## src/rtl/riscv_mem_pkg.sv

```systemverilog
`default_nettype none
// ============================================================================
// Module   : riscv_mem_pkg
// Purpose  : Shared types and constants for the memory port arbiter.
// Revision : 1.0 - initial release
// ============================================================================
package riscv_mem_pkg;

    typedef enum logic [1:0] {
        IDLE   = 2'd0,
        REQ    = 2'd1,
        WAIT_R = 2'd2
    } mem_arb_state_t;

    typedef enum logic {
        OWN_IF = 1'b0,
        OWN_DM = 1'b1
    } mem_owner_t;

    localparam logic [1:0] MEM_SIZE_B = 2'b00;
    localparam logic [1:0] MEM_SIZE_H = 2'b01;
    localparam logic [1:0] MEM_SIZE_W = 2'b10;

endpackage
`default_nettype wire

```

## src/rtl/mem_arb_watchdog.sv

```systemverilog
`default_nettype none
// ============================================================================
// Module   : mem_arb_watchdog
// Purpose  : Transaction age counter; expire flags the TIMEOUT-th busy cycle.
// Revision : 1.0 - initial release
// ============================================================================
module mem_arb_watchdog #(
    parameter int TIMEOUT = 16
) (
    input  logic clk_i,
    input  logic resetn_i,
    input  logic i_clr,
    input  logic i_en,
    output logic o_expire
);

    localparam int              C_CNT_W = $clog2(TIMEOUT);
    localparam logic [C_CNT_W-1:0] C_LAST = C_CNT_W'(TIMEOUT - 1);

    logic [C_CNT_W-1:0] r_cnt;

    // Holds at the last value so expire stays asserted until the owner leaves.
    always_ff @(posedge clk_i or negedge resetn_i) begin
        if (!resetn_i) begin
            r_cnt <= '0;
        end else if (i_clr) begin
            r_cnt <= '0;
        end else if (i_en && (r_cnt != C_LAST)) begin
            r_cnt <= r_cnt + 1'b1;
        end
    end

    assign o_expire = i_en & (r_cnt == C_LAST);

endmodule
`default_nettype wire

```

## src/rtl/mem_port_arbiter.sv

```systemverilog
`default_nettype none
// ============================================================================
// Module   : mem_port_arbiter
// Purpose  : Shares one memory port between fetch and load/store, one
//            outstanding transaction, with stall generation and watchdog.
//            Define MEM_ARB_RR_EN for round-robin arbitration on conflict.
// Revision : 1.0 - initial release
// ============================================================================
module mem_port_arbiter
    import riscv_mem_pkg::*;
#(
    parameter int XLEN    = 32,
    parameter int TIMEOUT = 16
) (
    input  logic            clk_i,
    input  logic            resetn_i,
    input  logic            if_req_i,
    input  logic [XLEN-1:0] if_addr_i,
    output logic            if_gnt_o,
    output logic            if_rvalid_o,
    output logic [XLEN-1:0] if_rdata_o,
    input  logic            dm_read_en_i,
    input  logic            dm_write_en_i,
    input  logic [XLEN-1:0] dm_addr_i,
    input  logic [XLEN-1:0] dm_wdata_i,
    input  logic [1:0]      dm_size_i,
    output logic            dm_gnt_o,
    output logic            dm_rvalid_o,
    output logic [XLEN-1:0] dm_rdata_o,
    output logic            halt_o,
    output logic            bus_err_o,
    output logic            mem_req_o,
    output logic            mem_we_o,
    output logic [XLEN-1:0] mem_addr_o,
    output logic [XLEN-1:0] mem_wdata_o,
    output logic [1:0]      mem_size_o,
    input  logic            mem_gnt_i,
    input  logic            mem_rvalid_i,
    input  logic [XLEN-1:0] mem_rdata_i
);

    mem_arb_state_t  r_state;
    mem_arb_state_t  w_state_nxt;
    mem_owner_t      r_owner;
    logic            r_mem_req;
    logic            r_mem_we;
    logic [XLEN-1:0] r_mem_addr;
    logic [XLEN-1:0] r_mem_wdata;
    logic [1:0]      r_mem_size;

    logic            w_dm_req;
    logic            w_any_req;
    logic            w_pick_dm;
    logic            w_launch;
    logic            w_done_rd;
    logic            w_done_wr;
    logic            w_abort;
    logic            w_expire;
    logic            w_rvalid;
    logic [XLEN-1:0] w_rdata;
    logic            w_dm_done;

    assign w_dm_req  = dm_read_en_i | dm_write_en_i;
    assign w_any_req = w_dm_req | if_req_i;

`ifdef MEM_ARB_RR_EN
    mem_owner_t r_prio;
    logic       w_conflict;

    assign w_conflict = w_dm_req & if_req_i;
    assign w_pick_dm  = w_dm_req & (~if_req_i | (r_prio == OWN_DM));

    // Only contested grants move the pointer, toward the loser.
    always_ff @(posedge clk_i or negedge resetn_i) begin
        if (!resetn_i) begin
            r_prio <= OWN_DM;
        end else if (w_launch && w_conflict) begin
            r_prio <= w_pick_dm ? OWN_IF : OWN_DM;
        end
    end
`else
    assign w_pick_dm = w_dm_req;
`endif

    mem_arb_watchdog #(
        .TIMEOUT (TIMEOUT)
    ) u_watchdog (
        .clk_i    (clk_i),
        .resetn_i (resetn_i),
        .i_clr    (r_state == IDLE),
        .i_en     (r_state != IDLE),
        .o_expire (w_expire)
    );

    always_ff @(posedge clk_i or negedge resetn_i) begin
        if (!resetn_i) begin
            r_state <= IDLE;
        end else begin
            r_state <= w_state_nxt;
        end
    end

    // A completion in the expiry cycle takes precedence over the abort.
    always_comb begin
        w_state_nxt = r_state;
        w_launch    = 1'b0;
        w_done_rd   = 1'b0;
        w_done_wr   = 1'b0;
        w_abort     = 1'b0;
        case (r_state)
            IDLE: begin
                if (w_any_req) begin
                    w_launch    = 1'b1;
                    w_state_nxt = REQ;
                end
            end
            REQ: begin
                if (mem_gnt_i && r_mem_we) begin
                    w_done_wr   = 1'b1;
                    w_state_nxt = IDLE;
                end else if (mem_gnt_i && mem_rvalid_i) begin
                    w_done_rd   = 1'b1;
                    w_state_nxt = IDLE;
                end else if (w_expire) begin
                    w_abort     = 1'b1;
                    w_state_nxt = IDLE;
                end else if (mem_gnt_i) begin
                    w_state_nxt = WAIT_R;
                end
            end
            WAIT_R: begin
                if (mem_rvalid_i) begin
                    w_done_rd   = 1'b1;
                    w_state_nxt = IDLE;
                end else if (w_expire) begin
                    w_abort     = 1'b1;
                    w_state_nxt = IDLE;
                end
            end
            default: w_state_nxt = IDLE;
        endcase
    end

    always_ff @(posedge clk_i or negedge resetn_i) begin
        if (!resetn_i) begin
            r_owner     <= OWN_DM;
            r_mem_req   <= 1'b0;
            r_mem_we    <= 1'b0;
            r_mem_addr  <= '0;
            r_mem_wdata <= '0;
            r_mem_size  <= '0;
        end else begin
            r_mem_req <= w_launch | ((r_state == REQ) && (w_state_nxt == REQ));
            if (w_launch) begin
                r_owner     <= w_pick_dm ? OWN_DM : OWN_IF;
                r_mem_we    <= w_pick_dm & dm_write_en_i;
                r_mem_addr  <= w_pick_dm ? dm_addr_i  : if_addr_i;
                r_mem_wdata <= w_pick_dm ? dm_wdata_i : '0;
                r_mem_size  <= w_pick_dm ? dm_size_i  : MEM_SIZE_W;
            end
        end
    end

    // Aborted reads still return a response so the requester is released.
    assign w_rvalid  = w_done_rd | (w_abort & ~r_mem_we);
    assign w_rdata   = w_done_rd ? mem_rdata_i : '0;
    assign w_dm_done = (r_owner == OWN_DM) & (w_done_rd | w_done_wr | w_abort);

    assign if_gnt_o    = w_launch & ~w_pick_dm;
    assign dm_gnt_o    = w_launch &  w_pick_dm;
    assign if_rvalid_o = w_rvalid & (r_owner == OWN_IF);
    assign dm_rvalid_o = w_rvalid & (r_owner == OWN_DM);
    assign if_rdata_o  = if_rvalid_o ? w_rdata : '0;
    assign dm_rdata_o  = dm_rvalid_o ? w_rdata : '0;
    assign halt_o      = w_dm_req & ~w_dm_done;
    assign bus_err_o   = w_abort;

    assign mem_req_o   = r_mem_req;
    assign mem_we_o    = r_mem_we;
    assign mem_addr_o  = r_mem_addr;
    assign mem_wdata_o = r_mem_wdata;
    assign mem_size_o  = r_mem_size;

endmodule
`default_nettype wire

```

## config.mk

```make
export PLATFORM = sky130hd
export DESIGN_NAME = mem_port_arbiter
export DESIGN_NICKNAME = d
export VERILOG_FILES = /design/src/rtl/riscv_mem_pkg.sv /design/src/rtl/mem_arb_watchdog.sv /design/src/rtl/mem_port_arbiter.sv
export SDC_FILE = /design/constraint.sdc
export NUM_CORES = 1
export LEC_CHECK = 0
export ABC_CLOCK_PERIOD_IN_PS = 3800
export CAP_MARGIN = 20
export CELL_PAD_IN_SITES_DETAIL_PLACEMENT = 1
export CELL_PAD_IN_SITES_GLOBAL_PLACEMENT = 1
export CORE_MARGIN = 2
export CORE_UTILIZATION = 25
export DETAILED_ROUTE_END_ITERATION = 10
export PLACE_DENSITY = 0.9
export SETUP_SLACK_MARGIN = 0.5
export SLEW_MARGIN = 40
export SYNTH_ARGS = -nofsm -noshare
export SYNTH_HDL_FRONTEND = slang
export SYNTH_SLANG_ARGS = --single-unit
```

## constraint.sdc

```tcl
create_clock -name clk_i -period 3.8 [get_ports clk_i]
set_input_delay 0.38 -clock clk_i [delete_from_list [all_inputs] [get_ports clk_i]]
set_output_delay 0.38 -clock clk_i [all_outputs]
set_load 0.01 [all_outputs]
```

* Yosys cells after proc, flatten, opt, wreduce, memory -nomap -nowiden *
Index checks and enable logic that the tools add are counted.

word-level totals
  bits in registers = 75
  output and inout port bits = 138
  bits of input ports = 137

operators by class
  mux-type cells = 30
  reduce and logical (&&, ||, !) cells = 7
  add/sub/neg operators = 1
  equality and inequality tests = 5
  bitwise gates (word level) = 19

operators by type and width
  cell                                                                   number
  32-bit two-way mux                                                     5
  2-bit two-way mux                                                      8
  1-bit two-way mux                                                      12
  1-bit bitwise AND                                                      9
  4-bit two-way mux                                                      2
  1-bit bitwise OR                                                       6
  2-bit case mux with 3 select lines                                     1
  4-bit by 1-bit adder with 4-bit output, second input constant          1
  2-bit by 1-bit equality test with 1-bit output, second input constant  2
  4-bit equality test, second input constant                             1
  1-bit logical AND                                                      4
  4-bit != test, second input constant                                   1
  1-bit inverter                                                         4
  1-bit case mux with 2 select lines                                     2
  2-bit nonzero test                                                     2
  2-bit equality test, second input constant                             1
  2-bit zero test                                                        1

* Longest topological paths before layout *
  word-level depth = 10
  mapped depth = 8
  gate-level depth less buffers = 6

* Cells and area by module *
Synthesis repeated with hierarchy kept, for this count alone.

unflattened totals
  cell total of the unflattened synthesis = 319
  area, all modules = 3524.6 um^2

by module, submodules not included
  module            area an instance (um^2)  cells an instance  sequential area each (um^2)  instances
  mem_port_arbiter  3285.7                   298                1778.0                       1
  mem_arb_watchdog  239.0                    21                 100.1                        1

* Worst setup path after synthesis *
Ideal clock, no wire load.

  path kind = reg2out
  from = register r_state[1]
  to = output port dm_rdata_o[10]
  path buffers = 1
  cell stages (with the launch flop) = 8
  required time = 3420 ps
  path slack = 1827 ps
  arrival time = 1593 ps
  path through = dfrtp_1 > inv_1 > ha_1 > and3b_1 > o211ai_1 > nor2_1 > clkbuf_1 > and2_1

between the ends
  word-level cells in the longest chain between the ends = 10
  elaborated cells on any way between the ends = 15
  those cells by class = eq/ne (2); mux (8); bitwise (4); reduce/logical (1)

ends and longest elaborated chain
  item                                RTL line                                          text
  start, declared                     mem_port_arbiter.sv:42                            mem_arb_state_t r_state;
  start signal, assigned              mem_port_arbiter.sv:99                            r_state <= w_state_nxt;
  2-bit nonzero test                  mem_port_arbiter.sv:91                            .i_en (r_state != IDLE),
  1-bit bitwise AND                   mem_arb_watchdog.sv:33                            assign o_expire = i_en & (r_cnt == C_LAST);
  1-bit two-way mux                   mem_port_arbiter.sv:124, mem_port_arbiter.sv:135
  1-bit two-way mux                   mem_port_arbiter.sv:121                           end else if (mem_gnt_i && mem_rvalid_i) begin
  1-bit two-way mux                   mem_port_arbiter.sv:118                           if (mem_gnt_i && r_mem_we) begin
  1-bit case mux with 2 select lines  mem_port_arbiter.sv:110                           case (r_state)
  1-bit bitwise AND                   mem_port_arbiter.sv:165                           assign w_rvalid = w_done_rd | (w_abort & ~r_mem_we);
  1-bit bitwise OR                    mem_port_arbiter.sv:165
  1-bit bitwise AND                   mem_port_arbiter.sv:172                           assign dm_rvalid_o = w_rvalid & (r_owner == OWN_DM);
  32-bit two-way mux *                mem_port_arbiter.sv:174                           assign dm_rdata_o = dm_rvalid_o ? w_rdata : '0;
  end, declared                       mem_port_arbiter.sv:29                            output logic [XLEN-1:0] dm_rdata_o,

Mark *: on every way between the ends. The rest lies on a longest branch, timed or not.

* Worst setup path after layout *
  from = register r_state[1]
  to = output port dm_rdata_o[31]

The elaborated chain is that of the path after synthesis.

==> results by group <==
Timing
  • Final worst-path cycle share: 79.3%
  • Worst-Margin Slew: 0.775 ns
  • Highest Clock Rate: 332 MHz
  • Setup TNS: 0 ns
  • Setup Skew: roughly 0.0067 ns
  • Setup violations, final: 0
  • Period minus WS final: 3.01 ns
  • RSZ-0062 raised after global routing: no
  • Hold Violations, Final: 0
  • Final slew viol count: 0
  • Max-slew headroom: between 40 and 50%

Synth
  • #FFs+latches synth: 75
  • Yosys Warn Count: 0
  • Yosys top cell by area: dfrtp_1
  • Area contributors post-synth: dfrtp_1 (53%), and2_1 (12%), a222oi_1 (9.1%)
  • Netlist cell types: 34
  • Yosys top cell area share: 52.7%
  • Synth Cell Area: 3520 µm²
  • Register area share after synthesis: a little over half
  • Synthesized area per cell: 10.9 µm²
  • Synthesized instance count: 323
  • Syn_nets: 465

Setup path
  • Reg2reg start: r_state[0]
  • Worst path arrival time: 2.63 ns
  • WS Path Type: register to primary output
  • Critical Path Sink Type: primary output
  • Reg2Reg Depth: 6
  • Max FO, Critical Path: 32
  • Slack of the worst reg-to-reg path: between 1 and 1.5 ns
  • Setup crit start kind: register
  • CP Launch Point: r_state[1]
  • RR Endpoint: mem_wdata_o[17]
  • Critical path required time: 3.42 ns

Die
  • # IOs: 275
  • Placeable Area: 13,800 µm²
  • Die H: 123 µm
  • Num rows: 43
  • Die area: between 15,000 and 20,000 µm²
  • Starting Density: 25.4%
  • Die width: 123 µm

Clock tree
  • Reg clk slew, reported paths: 0.06 ns
  • CTS tree: built
  • Clock buffer depth: 2
  • Post_cts resized: 0
  • # clock sinks: 75
  • Root Buffer: clkbuf_16
  • Clock latency on the worst-skew pair: 0.33 ns
  • H-Tree Depth: 3
  • TritonCTS Buffers: 9
  • Hold Buf Count CTS: 0
  • # Post-CTS Setup Buffers: 0

GRT
  • Grt ovf: 0
  • Vias in the first global route: 4,034
  • First-pass GRT wire length: 21,600 µm
  • Initial antenna violation count: 0
  • Pin count of the biggest net entering global routing: 76
  • Gr usage total: between 10% and 20%

Final layout
  • Most frequent cells in the layout: clkdlybuf4s50_1 (273), dfrtp_1 (74), and2_1 (66)
  • Most common cell after layout, fill and taps aside: clkdlybuf4s50_1
  • Final cell count without fillers: 774
  • Diode count: 0
  • Share of layout cells above drive strength 1: 4.38%
  • Area Growth Syn to Fin: 92.7%
  • Layout net count: 731
  • Fin util: approximately 50%

Routing
  • Final antenna-violating net count: 0
  • Drt drc: 0
  • DR vias/cell: 4.86
  • Initial DRC Count: ~260
  • Drt first pass iters: 7
  • Via count: 3,765
  • Top sig layer: met4
  • Met3 WL post-DR: 1360 µm
  • Routed met1 length: 5060 µm
  • Routed wl met2: 7600 µm
  • Routed length per placed instance: 18.5 µm
  • Total wire length: about 14,000 µm

Power and ir drop
  • Peak supply drop: between 0.3 and 0.4 mV
  • P_leak: between 2 and 3 nW
  • Pwr dens: 706 nW/µm²

Placement
  • GPL Wtd Cong: 0.865
  • Placed insts: 758
  • Final HPWL DP: 11,100 µm
  • IO Port Bufs: 274

Run
  • Max Cap Viol: 0

Worst hold path
  • Hold Crit Class: primary input to async pin

Outcome
  • Outcome: complete, no violations
==> routing by layer <==
layer  GRT usage (%)  up-vias
met4            7.54        0
met5               0        -
li1                -     1684
met2            34.9      215
met3            5.72       21
met1            19.2     1845
==> final cells by class <==
type | count | area (µm²)
clock buffers | 12 | 236
repair buffers | 280 | 2790
flip-flops and latches | 75 | 1880
inverters | 40 | 150
fillers | 1465 | 7050
multi-input cells | 183 | 1400
well taps | 180 | 225
clock inverters | 4 | 98.8
==> cells in the mapped netlist, drive strengths merged <==
cell type,n
a211oi,1
a21o,2
a21oi,5
a221oi,1
a222oi,32
a22o,34
a31oi,1
a41oi,1
and2,66
and3,1
and3b,1
buf,8
clkbuf,17
dfrtp,74
dfstp,1
ha,5
inv,40
nand2,4
nand2b,1
nand3,3
nand3b,1
nor2,8
nor2b,3
nor3,4
nor3b,1
nor4,1
o211ai,2
o31ai,2
o41ai,1
or2,1
xnor2,1
==> cell families after synthesis <==
logic type / after synthesis / synth area share, %
DFF: 75 / 53.4
adders and majority gates: 5 / 1.78
and+or+nand+nor: 95 / 16.1
xor gates and xnor gates: 1 / 0.249
buffers and inverters: 65 / 7.19
AOI/OAI and AO/OA: 82 / 21.3
==> state kept, by name, summed over array words and instances (netlist names) <==
signal,flops
mem_addr_o,32
mem_wdata_o,32
mem_we_o,1
r_owner,1
u_watchdog.r_cnt,4
r_state,2
mem_size_o,2
mem_req_o,1
==> worst max-delay path by stage <==
stage | cells past startpoint | slack, ns | to
2_1_floorplan | 7 | 1.83 | dm_rdata_o[10]
6_report | 8 | 0.79 | dm_rdata_o[31]
5_1_grt | 8 | 0.58 | dm_rdata_o[31]
3_3_place_gp | 7 | 1.09 | dm_rdata_o[31]
3_5_place_dp | 7 | 1.01 | dm_rdata_o[31]
4_1_cts | 8 | 0.76 | dm_rdata_o[31]
==> through the flow <==
stage	instance area [µm²]	hold WS [ns]	setup slack, ns	total power, mW
after floorplan	3520	0.0844	1.83	2.51
after global placement	6440	0.472	1.09	3.71
after detailed placement	6440	0.452	1.01	3.84
after CTS	6780	0.109	0.757	4.85
after global routing	6780	0.135	0.579	5.07
final	6780	0.0751	0.786	4.78
==> power breakdown <==
group | total (mW) | internal (mW) | switching [mW] | leakage [nW]
combinational | 2.35 | 1.26 | 1.09 | 1.86
sequential | 1.46 | 1.19 | 0.262 | 0.923
clock | 0.974 | 0.644 | 0.330 | 0.161
==> critical path, cell delays in order, from the launching register on <==
cell             delay (ns)
dfrtp_1                0.42
inv_1                  0.11
ha_1                   0.26
and3b_1                0.22
o211ai_1               0.15
nor2_1                 0.12
buf_4                  0.25
and2_1                 0.21
clkdlybuf4s50_1        0.56
No activity file was read; power rests on OpenSTA's default activity.
